--- config.mk ---
export PLATFORM = sky130hd
export DESIGN_NAME = regf_wb_arb
export DESIGN_NICKNAME = d
export VERILOG_FILES = /design/src/rtl/regf_wb_pkg.sv /design/src/rtl/regf_wb_slot.sv /design/src/rtl/regf_wb_arb.sv
export SDC_FILE = /design/constraint.sdc
export NUM_CORES = 1
export LEC_CHECK = 0
export CORE_MARGIN = 3
export CORE_UTILIZATION = 46
export CTS_CLUSTER_DIAMETER = 120
export DETAILED_ROUTE_END_ITERATION = 6
export PLACE_DENSITY = 0.8
export SLEW_MARGIN = 20
export SYNTH_ARGS = -nofsm -noshare
export SYNTH_HDL_FRONTEND = slang
export SYNTH_SLANG_ARGS = --single-unit
export TNS_END_PERCENT = 1
--- constraint.sdc ---
create_clock -name i_clk -period 2.65 [get_ports i_clk]
set_clock_uncertainty 0.2 [all_clocks]
set_input_delay 0.53 -clock i_clk [delete_from_list [all_inputs] [get_ports i_clk]]
set_output_delay 0.53 -clock i_clk [all_outputs]
set_load 0.02 [all_outputs]
--- src/rtl/regf_wb_pkg.sv ---
// ============================================================================
// Module : regf_wb_pkg
// Desc   : Shared widths, requester indices and slot helpers for regf_wb_arb.
// Rev    : 1.0  initial release
// ============================================================================
`default_nettype none

`ifndef REGF_WB_DEFINES
`define REGF_WB_DEFINES
`define CPU_ADDR   5
`define CPU_WIDTH  32
`define REG_NUM    32
`define REQ_EXU    0
`define REQ_LSU    1
`define SLOT_W     (1 + `CPU_ADDR + `CPU_WIDTH)
`endif

package regf_wb_pkg;

    localparam int unsigned REQ_EXU = `REQ_EXU;
    localparam int unsigned REQ_LSU = `REQ_LSU;
    localparam int unsigned SLOT_W  = `SLOT_W;

    // Forwarding picks the younger slot when both match the same register.
    function automatic logic [`CPU_WIDTH-1:0] fwd_data(
        input logic                  hit_exu,
        input logic                  hit_lsu,
        input logic                  lsu_older,
        input logic [`CPU_WIDTH-1:0] exu_data,
        input logic [`CPU_WIDTH-1:0] lsu_data
    );
        logic [`CPU_WIDTH-1:0] data;
        data = '0;
        if (hit_exu && hit_lsu) data = lsu_older ? exu_data : lsu_data;
        else if (hit_exu)       data = exu_data;
        else if (hit_lsu)       data = lsu_data;
        return data;
    endfunction

endpackage

`default_nettype wire

--- src/rtl/regf_wb_slot.sv ---
// ============================================================================
// Module : regf_wb_slot
// Desc   : One-entry write-back holding slot (full bit, waddr, wdata).
// Rev    : 1.0  initial release
// ============================================================================
`default_nettype none

module regf_wb_slot
    import regf_wb_pkg::*;
(
    input  logic                  i_clk,
    input  logic                  i_rst_n,
    input  logic                  i_load,
    input  logic                  i_clear,
    input  logic [`CPU_ADDR-1:0]  i_waddr,
    input  logic [`CPU_WIDTH-1:0] i_wdata,
    output logic                  o_full,
    output logic [`CPU_ADDR-1:0]  o_waddr,
    output logic [`CPU_WIDTH-1:0] o_wdata
);

    logic                  full_q,  full_d;
    logic [`CPU_ADDR-1:0]  waddr_q, waddr_d;
    logic [`CPU_WIDTH-1:0] wdata_q, wdata_d;

    // A reload on the draining edge wins over the clear.
    always_comb begin
        full_d  = full_q;
        waddr_d = waddr_q;
        wdata_d = wdata_q;
        if (i_load) begin
            full_d  = 1'b1;
            waddr_d = i_waddr;
            wdata_d = i_wdata;
        end else if (i_clear) begin
            full_d  = 1'b0;
        end
    end

    always_ff @(posedge i_clk or negedge i_rst_n) begin
        if (!i_rst_n) begin
            full_q  <= 1'b0;
            waddr_q <= '0;
            wdata_q <= '0;
        end else begin
            full_q  <= full_d;
            waddr_q <= waddr_d;
            wdata_q <= wdata_d;
        end
    end

    assign o_full  = full_q;
    assign o_waddr = waddr_q;
    assign o_wdata = wdata_q;

endmodule

`default_nettype wire

--- src/rtl/regf_wb_arb.sv ---
// ============================================================================
// Module : regf_wb_arb
// Desc   : EXU/LSU register-file write-back arbiter with per-requester slots.
//          Optional forwarding ports enabled by macro REGF_WB_BYPASS_EN.
// Rev    : 1.0  initial release
// ============================================================================
`default_nettype none

module regf_wb_arb
    import regf_wb_pkg::*;
(
    input  logic                  i_clk,
    input  logic                  i_rst_n,
    input  logic                  i_exu_valid,
    input  logic                  i_lsu_valid,
    output logic                  o_exu_ready,
    output logic                  o_lsu_ready,
    input  logic [`CPU_ADDR-1:0]  i_exu_waddr,
    input  logic [`CPU_ADDR-1:0]  i_lsu_waddr,
    input  logic [`CPU_WIDTH-1:0] i_exu_wdata,
    input  logic [`CPU_WIDTH-1:0] i_lsu_wdata,
    output logic                  o_regf_en,
    output logic [`CPU_ADDR-1:0]  o_regf_waddr,
    output logic [`CPU_WIDTH-1:0] o_regf_wdata,
`ifdef REGF_WB_BYPASS_EN
    input  logic [`CPU_ADDR-1:0]  i_rs1_addr,
    input  logic [`CPU_ADDR-1:0]  i_rs2_addr,
    output logic                  o_rs1_hit,
    output logic                  o_rs2_hit,
    output logic [`CPU_WIDTH-1:0] o_rs1_data,
    output logic [`CPU_WIDTH-1:0] o_rs2_data,
`endif
    output logic                  o_idle
);

    logic                  w_exu_full,  w_lsu_full;
    logic [`CPU_ADDR-1:0]  w_exu_waddr, w_lsu_waddr;
    logic [`CPU_WIDTH-1:0] w_exu_wdata, w_lsu_wdata;
    logic                  w_both, w_pick_lsu, w_gnt_exu, w_gnt_lsu;
    logic                  w_exu_ready, w_lsu_ready, w_exu_load, w_lsu_load;

    // age_q = 1 means the LSU slot is the older one; rr_q = 1 means LSU's turn.
    logic age_q, age_d;
    logic rr_q,  rr_d;

    regf_wb_slot u_slot_exu (
        .i_clk   (i_clk),
        .i_rst_n (i_rst_n),
        .i_load  (w_exu_load),
        .i_clear (w_gnt_exu),
        .i_waddr (i_exu_waddr),
        .i_wdata (i_exu_wdata),
        .o_full  (w_exu_full),
        .o_waddr (w_exu_waddr),
        .o_wdata (w_exu_wdata)
    );

    regf_wb_slot u_slot_lsu (
        .i_clk   (i_clk),
        .i_rst_n (i_rst_n),
        .i_load  (w_lsu_load),
        .i_clear (w_gnt_lsu),
        .i_waddr (i_lsu_waddr),
        .i_wdata (i_lsu_wdata),
        .o_full  (w_lsu_full),
        .o_waddr (w_lsu_waddr),
        .o_wdata (w_lsu_wdata)
    );

    assign w_both     = w_exu_full & w_lsu_full;
    assign w_pick_lsu = w_both & ((w_exu_waddr == w_lsu_waddr) ? age_q : rr_q);
    assign w_gnt_exu  = w_exu_full & ~w_pick_lsu;
    assign w_gnt_lsu  = w_lsu_full & ~w_gnt_exu;

    assign w_exu_ready = ~w_exu_full | w_gnt_exu;
    assign w_lsu_ready = ~w_lsu_full | w_gnt_lsu;

    // Writes to x0 complete the handshake but never occupy a slot.
    assign w_exu_load = i_exu_valid & w_exu_ready & (i_exu_waddr != '0);
    assign w_lsu_load = i_lsu_valid & w_lsu_ready & (i_lsu_waddr != '0);

    always_comb begin
        age_d = age_q;
        if (w_exu_load && w_lsu_load)
            age_d = 1'b0;
        else if (w_exu_load && w_lsu_full && !w_gnt_lsu)
            age_d = 1'b1;
        else if (w_lsu_load && w_exu_full && !w_gnt_exu)
            age_d = 1'b0;
    end

    always_comb begin
        rr_d = rr_q;
        if (w_both) rr_d = w_gnt_exu;
    end

    always_ff @(posedge i_clk or negedge i_rst_n) begin
        if (!i_rst_n) begin
            age_q <= 1'b0;
            rr_q  <= 1'b0;
        end else begin
            age_q <= age_d;
            rr_q  <= rr_d;
        end
    end

    assign o_exu_ready  = w_exu_ready;
    assign o_lsu_ready  = w_lsu_ready;
    assign o_regf_en    = w_gnt_exu | w_gnt_lsu;
    assign o_regf_waddr = w_gnt_exu ? w_exu_waddr : (w_gnt_lsu ? w_lsu_waddr : '0);
    assign o_regf_wdata = w_gnt_exu ? w_exu_wdata : (w_gnt_lsu ? w_lsu_wdata : '0);
    assign o_idle       = ~w_exu_full & ~w_lsu_full;

`ifdef REGF_WB_BYPASS_EN
    logic w_rs1_exu, w_rs1_lsu, w_rs2_exu, w_rs2_lsu;

    assign w_rs1_exu = w_exu_full & (i_rs1_addr != '0) & (w_exu_waddr == i_rs1_addr);
    assign w_rs1_lsu = w_lsu_full & (i_rs1_addr != '0) & (w_lsu_waddr == i_rs1_addr);
    assign w_rs2_exu = w_exu_full & (i_rs2_addr != '0) & (w_exu_waddr == i_rs2_addr);
    assign w_rs2_lsu = w_lsu_full & (i_rs2_addr != '0) & (w_lsu_waddr == i_rs2_addr);

    assign o_rs1_hit  = w_rs1_exu | w_rs1_lsu;
    assign o_rs2_hit  = w_rs2_exu | w_rs2_lsu;
    assign o_rs1_data = fwd_data(w_rs1_exu, w_rs1_lsu, age_q, w_exu_wdata, w_lsu_wdata);
    assign o_rs2_data = fwd_data(w_rs2_exu, w_rs2_lsu, age_q, w_exu_wdata, w_lsu_wdata);
`endif

endmodule

`default_nettype wire

==> metrics <==
share of layout cells above drive strength 1=37.6%; CTS root buffer=clkbuf_8; Die H=94.8 microns; Yosys warning count=0; GP Congestion=0.818; delay-heaviest family, CP=compound AO/OA/AOI/OAI gates; Power Dens Cells=993 nW/um^2; ANT nets after route=0; startpoint types=flop; met2 wire length=4910 microns; fin crit period=2880 ps; clock latency on the worst-skew pair=340 ps; Inst Count DP=536; Sink Count=78; CP Max Fanout=33; Area Growth Syn to Fin=46.8%; Post-Synthesis Cell Area=3630 sq um; Initial Util=48.8%; final setup fails=38; CP Buf/Inv Count=2; Netlist cell types=26; critical path, cell by cell=xnor2_2, nand3_2, o211ai_1, o311a_4, buf_12, nand2_1, o21ai_1, buf_4; register area=1950 sq um; H-tree depth=3; failing checks=setup timing; Total GRT Usage=22.2%; GRT overflow=0; Seq/Total Area, Yosys=53.8%; DRC violations left=0; CTS buffer count=9; Initial DRT Pass Iterations=4; initial antenna violation count=0; Post-layout nets=531; RSZ-0062 raised after global routing=yes; Leak Pwr=2.41 nW; M1 WL=3910 microns; die area=9000 sq um; first-pass GRT wire length=15,300 microns; Max-cap violations=0; Slowest-stage cell, CP=dfrtp_1; site row count=31; VDD IR max=0.712 mV; Max Root-Sink Buffers=2; final wirelength=9710 microns; Die W=94.8 microns; IO Port Bufs=118; #FFs+latches synth=78; vias per cell=5.16; Final Hold Fails=0; highest metal used=met4; worst path required time=1920 ps; Crit. End Element=output port; Mean Syn Cell Area=11.5 sq um; met3 WL=747 microns; number of DRC violations after detailed-routing iteration 0=70; critical path's largest stage delay=410 ps; f_max=347 MHz; fillers=550; Syn Inst Count=316; Routed WL per cell=17.5 microns; worst min-delay path class=reg -> reg; outcome=finished, violations left; via count=2,869; antenna cells=0; Worst Max-Slew Pin Slew=491 ps; Power Total=5.29 mW; vias in the first global route=3,116; final max-slew violation count=0; min setup slack post-route=-233 ps; fin crit share=109%; CP Class=reg -> out; critical path arrival=2150 ps; final cell count without fillers=556; Slew HR=67.3%; largest net degree at the start of global routing=43; clk slew on worst S/H paths=70 ps; Core Area=7450 sq um; CTS tree=built; syn nets=394; area of the multi-input gates=1630 sq um; post-DP HPWL=6480 microns; IO Pins=119
## cells in the mapped netlist
library cell  count  area share [%]
a32o_1            1            0.28
buf_12            1            0.55
buf_2             6            0.83
buf_6             1            0.31
buf_8             1            0.41
clkbuf_1         12             1.2
dfrtp_1          78              54
inv_1             3            0.31
mux2_2           54              17
mux2_4           18             7.4
nand2_1          81             8.4
nand2b_1          1            0.17
nand3_1           3            0.41
nor2_1            1            0.10
nor2b_4           1            0.38
nor3_1            1            0.14
o211ai_1          1            0.21
o21a_1            1            0.21
o21ai_0          39             5.4
o21ai_2           1            0.24
o21bai_1          1            0.21
o221ai_1          1            0.24
o311a_1           1            0.28
or3_1             1            0.17
or4_1             2            0.41
xnor2_1           5             1.2
## cells by family (layout without fill, tap and decap cells)
logic type	count (synthesis)	count (layout)	share of synthesized area, %
and+or+nand+nor	91	91	10.2
DFF	78	78	53.8
muxes	72	72	24.2
AOI/OAI and AO/OA	46	46	7.03
buffers and inverters	24	165	3.65
xor gates and xnor gates	5	5	1.21
## layout make-up
type / count / area share [%]
clock inverters: 4 / 1.78
repair buffers: 147 / 25.8
flip-flops and latches: 78 / 36.6
inverters: 3 / 0.211
well taps: 99 / 2.32
clock buffers: 11 / 2.65
multi-input cells: 214 / 30.6
## routing by layer
layer,vias to the layer above,GRT usage [%]
li1,1347,-
met1,1404,27.2
met2,105,38.3
met3,13,5.82
met4,0,6.97
met5,-,0
## worst register-to-register path, stage by stage (launching register included)
cell     delay [ps]
dfrtp_1         410
xnor2_2         190
nand3_2         130
buf_4           160
o21a_1          180
or3_1           380
buf_4           160
nor2b_4         130
buf_4           210
mux2_2          300
## registers in the layout, summed over array words and instances (netlist names)
register	flops
rr_q	1
age_q	1
u_slot_lsu.o_full	1
u_slot_exu.o_waddr	5
u_slot_lsu.o_wdata	32
u_slot_exu.o_wdata	32
u_slot_exu.o_full	1
u_slot_lsu.o_waddr	5
## cell usage in the layout, fill, tap and decap left out, drive strengths merged, types with 2 or more instances in the layout
cell type and n:
inv 3, mux2 72, nand3 3, or4 2, xnor2 5, buf 67
clkbuf 11, dfrtp 78, nand2 81, clkdlybuf4s50 77, o21ai 40, bufinv 3
## report_power, final
| part | leakage, nW | switching (mW) | total, mW | internal, mW |
|---|---|---|---|---|
| Clock | 0.119 | 0.415 | 1.06 | 0.646 |
| Sequential | 0.909 | 0.234 | 1.77 | 1.54 |
| Combinational | 1.38 | 1.23 | 2.45 | 1.23 |
## what timing repair did
action                                 in CTS  in global routing
setup endpoints to repair                  39                 77
pin swaps                                   7                  7
resized for setup                         209                 50
cloned                                      1                  0
setup buffers                               2                  2
endpoints found under the hold margin      36                  0
hold buffers                                1                  0
## metrics by stage
step	utilization (%)	instance area, sq um	hold WS (ps)	setup slack [ps]	setup TNS (ps)
2_1_floorplan	-	3630	34.4	28.0	0
3_3_place_gp	68.1	5070	287	-304	-12670
3_5_place_dp	68.1	5070	292	-369	-15070
4_1_cts	70.1	5220	313	-273	-8430
5_1_grt	71.6	5330	330	-337	-10630
6_report	71.6	5330	314	-233	-6850
## final timing paths
| check | slack (ps) | from | cells past startpoint | end |
|---|---|---|---|---|
| setup / recovery | -230 | u_slot_exu.o_waddr[0] | 8 | o_regf_waddr[0] |
| hold / removal | 310 | u_slot_exu.o_wdata[29] | 1 | u_slot_exu.o_wdata[29] |
| setup reg to reg | 100 | u_slot_exu.o_waddr[0] | 9 | u_slot_lsu.o_waddr[0] |
| hold reg to reg | 310 | u_slot_exu.o_wdata[29] | 1 | u_slot_exu.o_wdata[29] |
| max in group asynchronous | 1150 | i_rst_n | 3 | u_slot_lsu.o_wdata[21] |
| min in group asynchronous | 500 | i_rst_n | 2 | u_slot_exu.o_wdata[1] |
Note: power is estimated with default switching activity, not from simulation.
